### config.mk
export PLATFORM = sky130hd
export DESIGN_NAME = c_align_unit
export DESIGN_NICKNAME = d
export VERILOG_FILES = /design/src/rtl/c_ext_defs.sv /design/src/rtl/c_expander.sv /design/src/rtl/c_align_unit.sv
export SDC_FILE = /design/constraint.sdc
export NUM_CORES = 1
export LEC_CHECK = 0
export CAP_MARGIN = 10
export CORE_MARGIN = 1.5
export CORE_UTILIZATION = 49
export DETAILED_ROUTE_END_ITERATION = 16
export PLACE_DENSITY_LB_ADDON = 0.08
export SLEW_MARGIN = 15
export SYNTH_ARGS = -nofsm -noshare
export SYNTH_HDL_FRONTEND = slang
export SYNTH_HIERARCHICAL = 1
export SYNTH_SLANG_ARGS = --single-unit
### constraint.sdc
create_clock -name clk -period 8.1 [get_ports clk]
set_input_delay 1.62 -clock clk [delete_from_list [all_inputs] [get_ports clk]]
set_output_delay 1.62 -clock clk [all_outputs]
set_load 0.02 [all_outputs]
### src/rtl/c_ext_defs.sv
// Shared definitions for the compressed-instruction align/expand slice:
// RVC quadrant and funct3 codes, base opcodes, FSM state and interface structs.
package c_ext_defs;

    localparam int          C_XLEN      = 32;
    localparam logic [31:0] C_INSTR_NOP = 32'h0000_0013;

    localparam logic [1:0] OPC_C0  = 2'b00;
    localparam logic [1:0] OPC_C1  = 2'b01;
    localparam logic [1:0] OPC_C2  = 2'b10;
    localparam logic [1:0] OPC_32B = 2'b11;

    localparam logic [2:0] F3_C0_ADDI4SPN = 3'b000;
    localparam logic [2:0] F3_C0_LW       = 3'b010;
    localparam logic [2:0] F3_C0_SW       = 3'b110;
    localparam logic [2:0] F3_C1_ADDI     = 3'b000;
    localparam logic [2:0] F3_C1_JAL      = 3'b001;
    localparam logic [2:0] F3_C1_LI       = 3'b010;
    localparam logic [2:0] F3_C1_LUI      = 3'b011;
    localparam logic [2:0] F3_C1_MISC     = 3'b100;
    localparam logic [2:0] F3_C1_J        = 3'b101;
    localparam logic [2:0] F3_C1_BEQZ     = 3'b110;
    localparam logic [2:0] F3_C1_BNEZ     = 3'b111;
    localparam logic [2:0] F3_C2_SLLI     = 3'b000;
    localparam logic [2:0] F3_C2_LWSP     = 3'b010;
    localparam logic [2:0] F3_C2_MISC     = 3'b100;
    localparam logic [2:0] F3_C2_SWSP     = 3'b110;

    localparam logic [6:0] OP_LOAD   = 7'h03;
    localparam logic [6:0] OP_IMM    = 7'h13;
    localparam logic [6:0] OP_STORE  = 7'h23;
    localparam logic [6:0] OP_REG    = 7'h33;
    localparam logic [6:0] OP_LUI    = 7'h37;
    localparam logic [6:0] OP_BRANCH = 7'h63;
    localparam logic [6:0] OP_JALR   = 7'h67;
    localparam logic [6:0] OP_JAL    = 7'h6f;

    typedef enum logic {ALIGNED, STRADDLE} type_calign_state_e;

    typedef struct packed {
        logic [31:0]       instr;
        logic              is_comp;
        logic [C_XLEN-1:0] pc_aligned;
        logic              stall;
        logic              icache_req;
        logic              icache_req_kill;
        logic              icache_flush;
    } type_cext2if_s;

    typedef struct packed {
        logic [31:0] instr_un;
    } type_if2cext_s;

endpackage

### src/rtl/c_expander.sv
// Combinational RV32C expander: maps a 16-bit compressed encoding to its
// 32-bit equivalent and flags reserved or RV32-illegal encodings.
module c_expander
    import c_ext_defs::*;
(
    input  logic [15:0] instr_c,
    output logic [31:0] instr_exp,
    output logic        illegal
);

    logic [2:0] funct3;
    logic [4:0] rd_full;
    logic [4:0] rs2_full;
    logic [4:0] rd_p;
    logic [4:0] rs1_p;
    logic [6:0] alu_f7;
    logic [2:0] alu_f3;

    assign funct3   = instr_c[15:13];
    assign rd_full  = instr_c[11:7];
    assign rs2_full = instr_c[6:2];
    assign rd_p     = {2'b01, instr_c[4:2]};
    assign rs1_p    = {2'b01, instr_c[9:7]};

    always_comb begin
        instr_exp = {16'h0000, instr_c};
        illegal   = 1'b0;
        alu_f7    = (instr_c[6:5] == 2'b00) ? 7'b0100000 : 7'b0000000;
        case (instr_c[6:5])
            2'b00:   alu_f3 = 3'b000;
            2'b01:   alu_f3 = 3'b100;
            2'b10:   alu_f3 = 3'b110;
            default: alu_f3 = 3'b111;
        endcase
        case (instr_c[1:0])
            OPC_C0: begin
                case (funct3)
                    F3_C0_ADDI4SPN: begin
                        instr_exp = {2'b00, instr_c[10:7], instr_c[12:11], instr_c[5], instr_c[6], 2'b00,
                                     5'd2, 3'b000, rd_p, OP_IMM};
                        illegal   = (instr_c[12:5] == 8'h00);
                    end
                    F3_C0_LW: instr_exp = {5'b00000, instr_c[5], instr_c[12:10], instr_c[6], 2'b00,
                                           rs1_p, 3'b010, rd_p, OP_LOAD};
                    F3_C0_SW: instr_exp = {5'b00000, instr_c[5], instr_c[12], rd_p, rs1_p, 3'b010,
                                           instr_c[11:10], instr_c[6], 2'b00, OP_STORE};
                    default:  illegal = 1'b1;
                endcase
            end
            OPC_C1: begin
                case (funct3)
                    F3_C1_ADDI: instr_exp = {{6{instr_c[12]}}, instr_c[12], instr_c[6:2], rd_full, 3'b000, rd_full, OP_IMM};
                    F3_C1_JAL, F3_C1_J: instr_exp = {instr_c[12], instr_c[8], instr_c[10:9], instr_c[6], instr_c[7],
                                                     instr_c[2], instr_c[11], instr_c[5:3], instr_c[12], {8{instr_c[12]}},
                                                     (funct3 == F3_C1_JAL) ? 5'd1 : 5'd0, OP_JAL};
                    F3_C1_LI: instr_exp = {{6{instr_c[12]}}, instr_c[12], instr_c[6:2], 5'd0, 3'b000, rd_full, OP_IMM};
                    F3_C1_LUI: begin
                        // rd == x2 reuses this slot for ADDI16SP
                        if (rd_full == 5'd2)
                            instr_exp = {{3{instr_c[12]}}, instr_c[4:3], instr_c[5], instr_c[2], instr_c[6], 4'b0000,
                                         5'd2, 3'b000, 5'd2, OP_IMM};
                        else
                            instr_exp = {{15{instr_c[12]}}, instr_c[6:2], rd_full, OP_LUI};
                        illegal = ({instr_c[12], instr_c[6:2]} == 6'd0);
                    end
                    F3_C1_MISC: begin
                        case (instr_c[11:10])
                            2'b00: begin
                                instr_exp = {7'b0000000, instr_c[6:2], rs1_p, 3'b101, rs1_p, OP_IMM};
                                illegal   = instr_c[12];
                            end
                            2'b01: begin
                                instr_exp = {7'b0100000, instr_c[6:2], rs1_p, 3'b101, rs1_p, OP_IMM};
                                illegal   = instr_c[12];
                            end
                            2'b10: instr_exp = {{6{instr_c[12]}}, instr_c[12], instr_c[6:2], rs1_p, 3'b111, rs1_p, OP_IMM};
                            default: begin
                                instr_exp = {alu_f7, rd_p, rs1_p, alu_f3, rs1_p, OP_REG};
                                illegal   = instr_c[12];
                            end
                        endcase
                    end
                    F3_C1_BEQZ, F3_C1_BNEZ: instr_exp = {instr_c[12], {3{instr_c[12]}}, instr_c[6:5], instr_c[2], 5'd0,
                                                         rs1_p, {2'b00, funct3[0]}, instr_c[11:10], instr_c[4:3],
                                                         instr_c[12], OP_BRANCH};
                    default: illegal = 1'b1;
                endcase
            end
            OPC_C2: begin
                case (funct3)
                    F3_C2_SLLI: begin
                        instr_exp = {7'b0000000, instr_c[6:2], rd_full, 3'b001, rd_full, OP_IMM};
                        illegal   = instr_c[12];
                    end
                    F3_C2_LWSP: begin
                        instr_exp = {4'b0000, instr_c[3:2], instr_c[12], instr_c[6:4], 2'b00, 5'd2, 3'b010, rd_full, OP_LOAD};
                        illegal   = (rd_full == 5'd0);
                    end
                    F3_C2_MISC: begin
                        if (rs2_full != 5'd0)
                            instr_exp = {7'b0000000, rs2_full, instr_c[12] ? rd_full : 5'd0, 3'b000, rd_full, OP_REG};
                        else if (!instr_c[12]) begin
                            instr_exp = {12'h000, rd_full, 3'b000, 5'd0, OP_JALR};
                            illegal   = (rd_full == 5'd0);
                        end else if (rd_full == 5'd0)
                            instr_exp = 32'h0010_0073;
                        else
                            instr_exp = {12'h000, rd_full, 3'b000, 5'd1, OP_JALR};
                    end
                    F3_C2_SWSP: instr_exp = {4'b0000, instr_c[8:7], instr_c[12], rs2_full, 5'd2, 3'b010,
                                             instr_c[11:9], 2'b00, OP_STORE};
                    default: illegal = 1'b1;
                endcase
            end
            default: illegal = 1'b1;
        endcase
    end

endmodule

### src/rtl/c_align_unit.sv
// Fetch-side aligner: picks the halfword at pc_i, expands RVC encodings and
// stitches 32-bit instructions that straddle two fetch words.
module c_align_unit
    import c_ext_defs::*;
#(
    parameter int          XLEN      = C_XLEN,
    parameter logic [31:0] INSTR_NOP = C_INSTR_NOP
) (
    input  logic            clk,
    input  logic            rst_n,
    input  logic [XLEN-1:0] pc_i,
    input  logic [31:0]     instr_un_i,
    input  logic            icache_ack_i,
    input  logic            stall_i,
    input  logic            redirect_i,
    input  logic            flush_i,
    output logic [31:0]     instr_o,
    output logic            instr_valid_o,
    output logic [XLEN-1:0] instr_pc_o,
    output logic [XLEN-1:0] pc_aligned_o,
    output logic            is_comp_o,
    output logic            illegal_o,
    output logic            stall_o,
    output logic            icache_req_o,
    output logic            icache_req_kill_o,
    output logic            icache_flush_o
);

    type_calign_state_e state;
    logic [15:0]        hbuf;
    logic [XLEN-1:0]    hbuf_pc;
    type_if2cext_s      if2cext;
    type_cext2if_s      cext2if;
    logic [15:0]        half;
    logic               half_comp;
    logic               kill;
    logic               straddle_start;
    logic [31:0]        exp_instr;
    logic               exp_illegal;
    logic               valid;
    logic               illegal;
    logic [XLEN-1:0]    instr_pc;

    assign if2cext.instr_un = instr_un_i;
    assign half             = pc_i[1] ? if2cext.instr_un[31:16] : if2cext.instr_un[15:0];
    assign half_comp        = (half[1:0] != OPC_32B);
    assign kill             = redirect_i | flush_i;
    assign straddle_start   = (state == ALIGNED) && icache_ack_i && pc_i[1] && !half_comp;

    c_expander u_expander (
        .instr_c   (half),
        .instr_exp (exp_instr),
        .illegal   (exp_illegal)
    );

    always_comb begin
        cext2if            = '0;
        cext2if.instr      = INSTR_NOP;
        cext2if.pc_aligned = pc_i;
        cext2if.icache_req = (state == STRADDLE);
        instr_pc           = pc_i;
        valid              = 1'b0;
        illegal            = 1'b0;
        if (kill) begin
            cext2if.icache_req_kill = redirect_i;
            cext2if.icache_flush    = flush_i;
        end else if (!icache_ack_i) begin
            // Hold the fetch PC while waiting for the word; stay quiet during reset
            cext2if.stall = rst_n;
            if (state == STRADDLE) begin
                cext2if.pc_aligned = hbuf_pc;
                instr_pc           = hbuf_pc;
            end
        end else if (state == STRADDLE) begin
            cext2if.instr      = {if2cext.instr_un[15:0], hbuf};
            cext2if.pc_aligned = hbuf_pc;
            instr_pc           = hbuf_pc;
            valid              = 1'b1;
        end else if (half_comp) begin
            cext2if.instr   = exp_illegal ? {16'h0000, half} : exp_instr;
            cext2if.is_comp = 1'b1;
            valid           = 1'b1;
            illegal         = exp_illegal;
        end else if (!pc_i[1]) begin
            cext2if.instr = if2cext.instr_un;
            valid         = 1'b1;
        end else begin
            // Upper half starts a 32-bit instruction: advance fetch by 2 to the next word
            cext2if.is_comp = 1'b1;
        end
    end

    always_ff @(posedge clk or negedge rst_n) begin
        if (!rst_n) begin
            state   <= ALIGNED;
            hbuf    <= '0;
            hbuf_pc <= '0;
        end else if (kill) begin
            state   <= ALIGNED;
            hbuf    <= '0;
            hbuf_pc <= '0;
        end else if (!stall_i && icache_ack_i) begin
            if (state == STRADDLE) begin
                state <= ALIGNED;
            end else if (straddle_start) begin
                state   <= STRADDLE;
                hbuf    <= half;
                hbuf_pc <= pc_i;
            end
        end
    end

    assign instr_o           = cext2if.instr;
    assign instr_valid_o     = valid;
    assign instr_pc_o        = instr_pc;
    assign pc_aligned_o      = cext2if.pc_aligned;
    assign is_comp_o         = cext2if.is_comp;
    assign illegal_o         = illegal;
    assign stall_o           = cext2if.stall;
    assign icache_req_o      = cext2if.icache_req;
    assign icache_req_kill_o = cext2if.icache_req_kill;
    assign icache_flush_o    = cext2if.icache_flush;

endmodule

==> impl_results.rst <==
.. list-table::
   :header-rows: 1

   * - Metric
     - Value
   * - Library cell with the largest summed area after synthesis
     - dfrtp_1
   * - Setup repair after global routing missed its margin
     - false
   * - CTS buffer count
     - 5
   * - Final setup violation count
     - 0
   * - Number of cells traversed by the worst hold path
     - 2
   * - Worst Tran Pin Value
     - 1.12 ns
   * - Overall routed net length
     - ~24000 µm
   * - Post-CTS Repair Setup Buffers
     - 0
   * - Required time at the worst-slack endpoint
     - 6.48 ns
   * - Synthesis warning total
     - 6
   * - DRT antenna net count
     - 0
   * - Share of async-settable or async-resettable flops after synthesis
     - 1.00
   * - Max Slew Vio Count
     - 0
   * - Register-to-Register Path Depth
     - 4
   * - Capturing point of the worst reg2reg path
     - hbuf_pc[9]$_DFFE_PN0P_
   * - Number of buffer cells added on primary ports
     - 172
   * - Fin. Hold Viols
     - 0
   * - Result of the run
     - finished clean
   * - Chip Height
     - 112 µm
   * - Via-to-Cell Ratio
     - 7.14
   * - Multiplexer fraction of the synthesized cell area
     - 0.118
   * - Worst hold endpoint
     - hbuf[0]$_DFFE_PN0P_
   * - Worst-case clock skew
     - 0.00488 ns
   * - Top cells by area, synth
     - dfrtp_1, a21oi_1, mux2_2, o21ai_0, clkbuf_1
   * - Beginning of the worst register-to-register path
     - icache_req_o$_DFFE_PN0P_
   * - Half-perimeter wire length of the detailed placement result
     - 16600 µm
   * - Static leakage power
     - 2.60 nW
   * - Launching element type of the critical path
     - input pin
   * - Total power after layout
     - roughly 0.00086 W
   * - Pin count of the biggest net entering global routing
     - 52
   * - Via count of the first global-routing pass
     - 6715
   * - Clock Path Buffers
     - 2
   * - Leading cell type by number of instances after synthesis
     - a21oi_1
   * - Leading cell types by count after synthesis
     - a21oi_1, o21ai_0, clkbuf_1
   * - Area Growth Syn to Fin
     - 29.6%
   * - Area fraction in compound gates after synthesis
     - 0.352
   * - Antenna violations before repair
     - 0
   * - Post-route cell area
     - roughly 0.0075 mm²
   * - Horizontal extent of the die
     - 112 µm
   * - Ratio of cells with drive above 1 in the final layout
     - 0.122
   * - Antenna diodes
     - 0
   * - Clock period minus final worst setup slack
     - between 7 and 8 ns
   * - Buffers & Inverters on Critical Path
     - 3
   * - Initial core utilization
     - 0.505
   * - Largest stage delay on the critical path
     - between 0.7 and 0.8 ns
   * - Post-route DRC
     - 0
   * - Max capacitance violation total
     - 0
   * - Post-Place Cell Area
     - around 0.0074 mm²
   * - Drt initial violations
     - 1286
   * - CTS root buf
     - clkbuf_16
   * - Combinational family with the most area after synthesis
     - compound AO/OA/AOI/OAI gates
   * - Post-Syn Instances
     - 804
   * - Post-CTS Hold Fix Bufs
     - 0
   * - Final Worst Setup Slack
     - 0.435 ns
   * - Final Wtd Congestion
     - 1.07
   * - Setup slack on the worst flop-to-flop path
     - ~6.0 ns
   * - Number of distinct standard cells referenced by the synthesized netlist
     - 64
   * - Crit path cell chain
     - clkdlybuf4s50_1 -> buf_4 -> mux2_2 -> nor2_1 -> nand3_1 -> or4_1 -> o2111ai_2 -> or3_1 -> o22ai_1 -> clkdlybuf4s50_1
   * - Xor and xnor area share after synthesis
     - 0
   * - Number of rows created at floorplan
     - 39
   * - TritonCTS clock tree
     - built
   * - Die Outline Area
     - 0.0125 mm²
   * - Global-route wire length before repair
     - 36900 µm
   * - Floorplan Core Area
     - between 0.01 and 0.015 mm²
   * - Worst IR Drop VDD
     - 0.116 mV
   * - Number of enable flip-flop cells after synthesis
     - 0
   * - Average size of a mapped cell
     - 7.20 µm²
   * - Post-Syn Nets
     - around 880
   * - Simple-gate share of the synthesized area
     - 0.193
   * - Slowest cell on crit path
     - clkdlybuf4s50_1
   * - Sink Count
     - 49
   * - Synthesized flop and latch total
     - 49
   * - Count of TritonRoute iterations in the first routing pass
     - 6
   * - Cell occurring most often along the worst timing path
     - clkdlybuf4s50_1
   * - Type of the worst min-delay path
     - flip-flop to flip-flop
   * - Post-place setup slack
     - 0.582 ns
   * - Max frequency
     - ~130 MHz
   * - Via count
     - between 7000 and 8000
   * - Sequential share of the synthesized area
     - 0.212
   * - Startpoint of the tightest hold check path
     - hbuf[0]$_DFFE_PN0P_
   * - Pwr Density
     - between 100 and 150 mW/mm²
   * - Adder and majority gate portion of the synthesized area
     - 0.00865
   * - Critical setup path kind
     - input pin to primary output
   * - CP Data Arrival Time
     - about 6.0 ns
   * - Tot GR Track Use
     - 0.366
   * - Remaining global-route overflow
     - 0
   * - Clock network latency to the later pin of the worst-skew pair
     - 0.29 ns
   * - CP Max Fanout
     - 26
   * - Relative slew slack
     - 0.252
   * - Post-synth top area share
     - 0.212
   * - Part of the cycle the worst path needs
     - 0.946
   * - Total negative setup slack
     - 0 ns
   * - Hold WS
     - 0.493 ns
   * - Ys flop type
     - dfrtp_1
   * - Mapped Area
     - 0.00579 mm²
   * - Endpoint class of the critical path
     - primary output
   * - Clock transition time at the flip-flop clock pins of the worst setup and hold paths
     - ~0.06 ns
   * - Count of nets after finishing
     - 965
   * - Routed wire per std cell
     - 23.1 µm
   * - Top-level port count
     - between 150 and 200
   * - Critical path's top delay family
     - simple AND/OR/NAND/NOR gates
   * - CTS resizes
     - 0
   * - H-Tree Level Count
     - 2
[cell type report]
cell class | count | area (µm²)
Tap cell | 143 | 179
Multi-Input combinational cell | 613 | 3910
Fill cell | 989 | 3970
Sequential cell | 49 | 1230
Clock inverter | 2 | 10.0
Inverter | 13 | 48.8
Clock buffer | 6 | 129
Timing Repair Buffer | 209 | 1990
[sequential cells by signal, summed over array words and instances, names as in the netlist]
name	flops
hbuf_pc	32
hbuf	16
icache_req_o	1
[per-layer routing]
metal | global-route usage | wire, µm
met1 | 0.495 | 9240
met2 | 0.543 | 10400
met3 | 0.108 | 3180
met4 | 0.154 | 1140
met5 | 0 | 0
[kinds of logic after synthesis]
group | count (synthesis)
AOI/OAI and AO/OA | 340
and+or+nand+nor | 207
buffers and inverters | 142
muxes | 62
DFF | 49
adders and majority gates | 4
[tightest hold or removal path: cells and delay by family, from the launching register on]
| family | cells | cell delay (ns) |
|---|---|---|
| simple gates | 1 | 0.07 |
| flops | 1 | 0.34 |
| compound gates | 1 | 0.04 |
[stage by stage]
step,cells,util
finish,1035,0.654
global route,1035,0.654
CTS,1035,0.654
detailed placement,1027,0.642
global placement,1027,0.642
floorplan,804,-
[power by group]
part	internal (W)	switching, W	leakage, nW
registers	0.000246	0.000000507	0.684
logic	0.000159	0.000251	1.85
clock network	0.000113	0.0000874	0.0706
total	0.000518	0.000339	2.60
[cells in the final DEF, fill, tap and decap left out, types with 13 or more instances in the layout]
cell	n
clkdlybuf4s50_1	171
a21oi_1	109
o21ai_0	98
dfrtp_1	49
mux2_2	48
nand2_1	41
nand4_1	38
buf_4	37
nor2_1	32
o211ai_1	24
o22ai_1	24
nor3_1	23
mux2i_1	14
a32oi_1	13
nand3_1	13
[worst max path at each step]
| stage | from | endpoint | slack, ns | cells past startpoint |
|---|---|---|---|---|
| 5_1_grt | pc_i[1] | instr_o[0] | 0.29 | 11 |
| 3_5_place_dp | pc_i[1] | instr_o[23] | 0.58 | 10 |
| 4_1_cts | pc_i[1] | instr_o[23] | 0.57 | 10 |
| 6_report | pc_i[1] | instr_o[23] | 0.44 | 10 |
| 2_1_floorplan | pc_i[1] | illegal_o | 1.23 | 14 |
| 3_3_place_gp | pc_i[1] | instr_o[30] | 0.70 | 11 |
(Power assumes the default switching activity.)
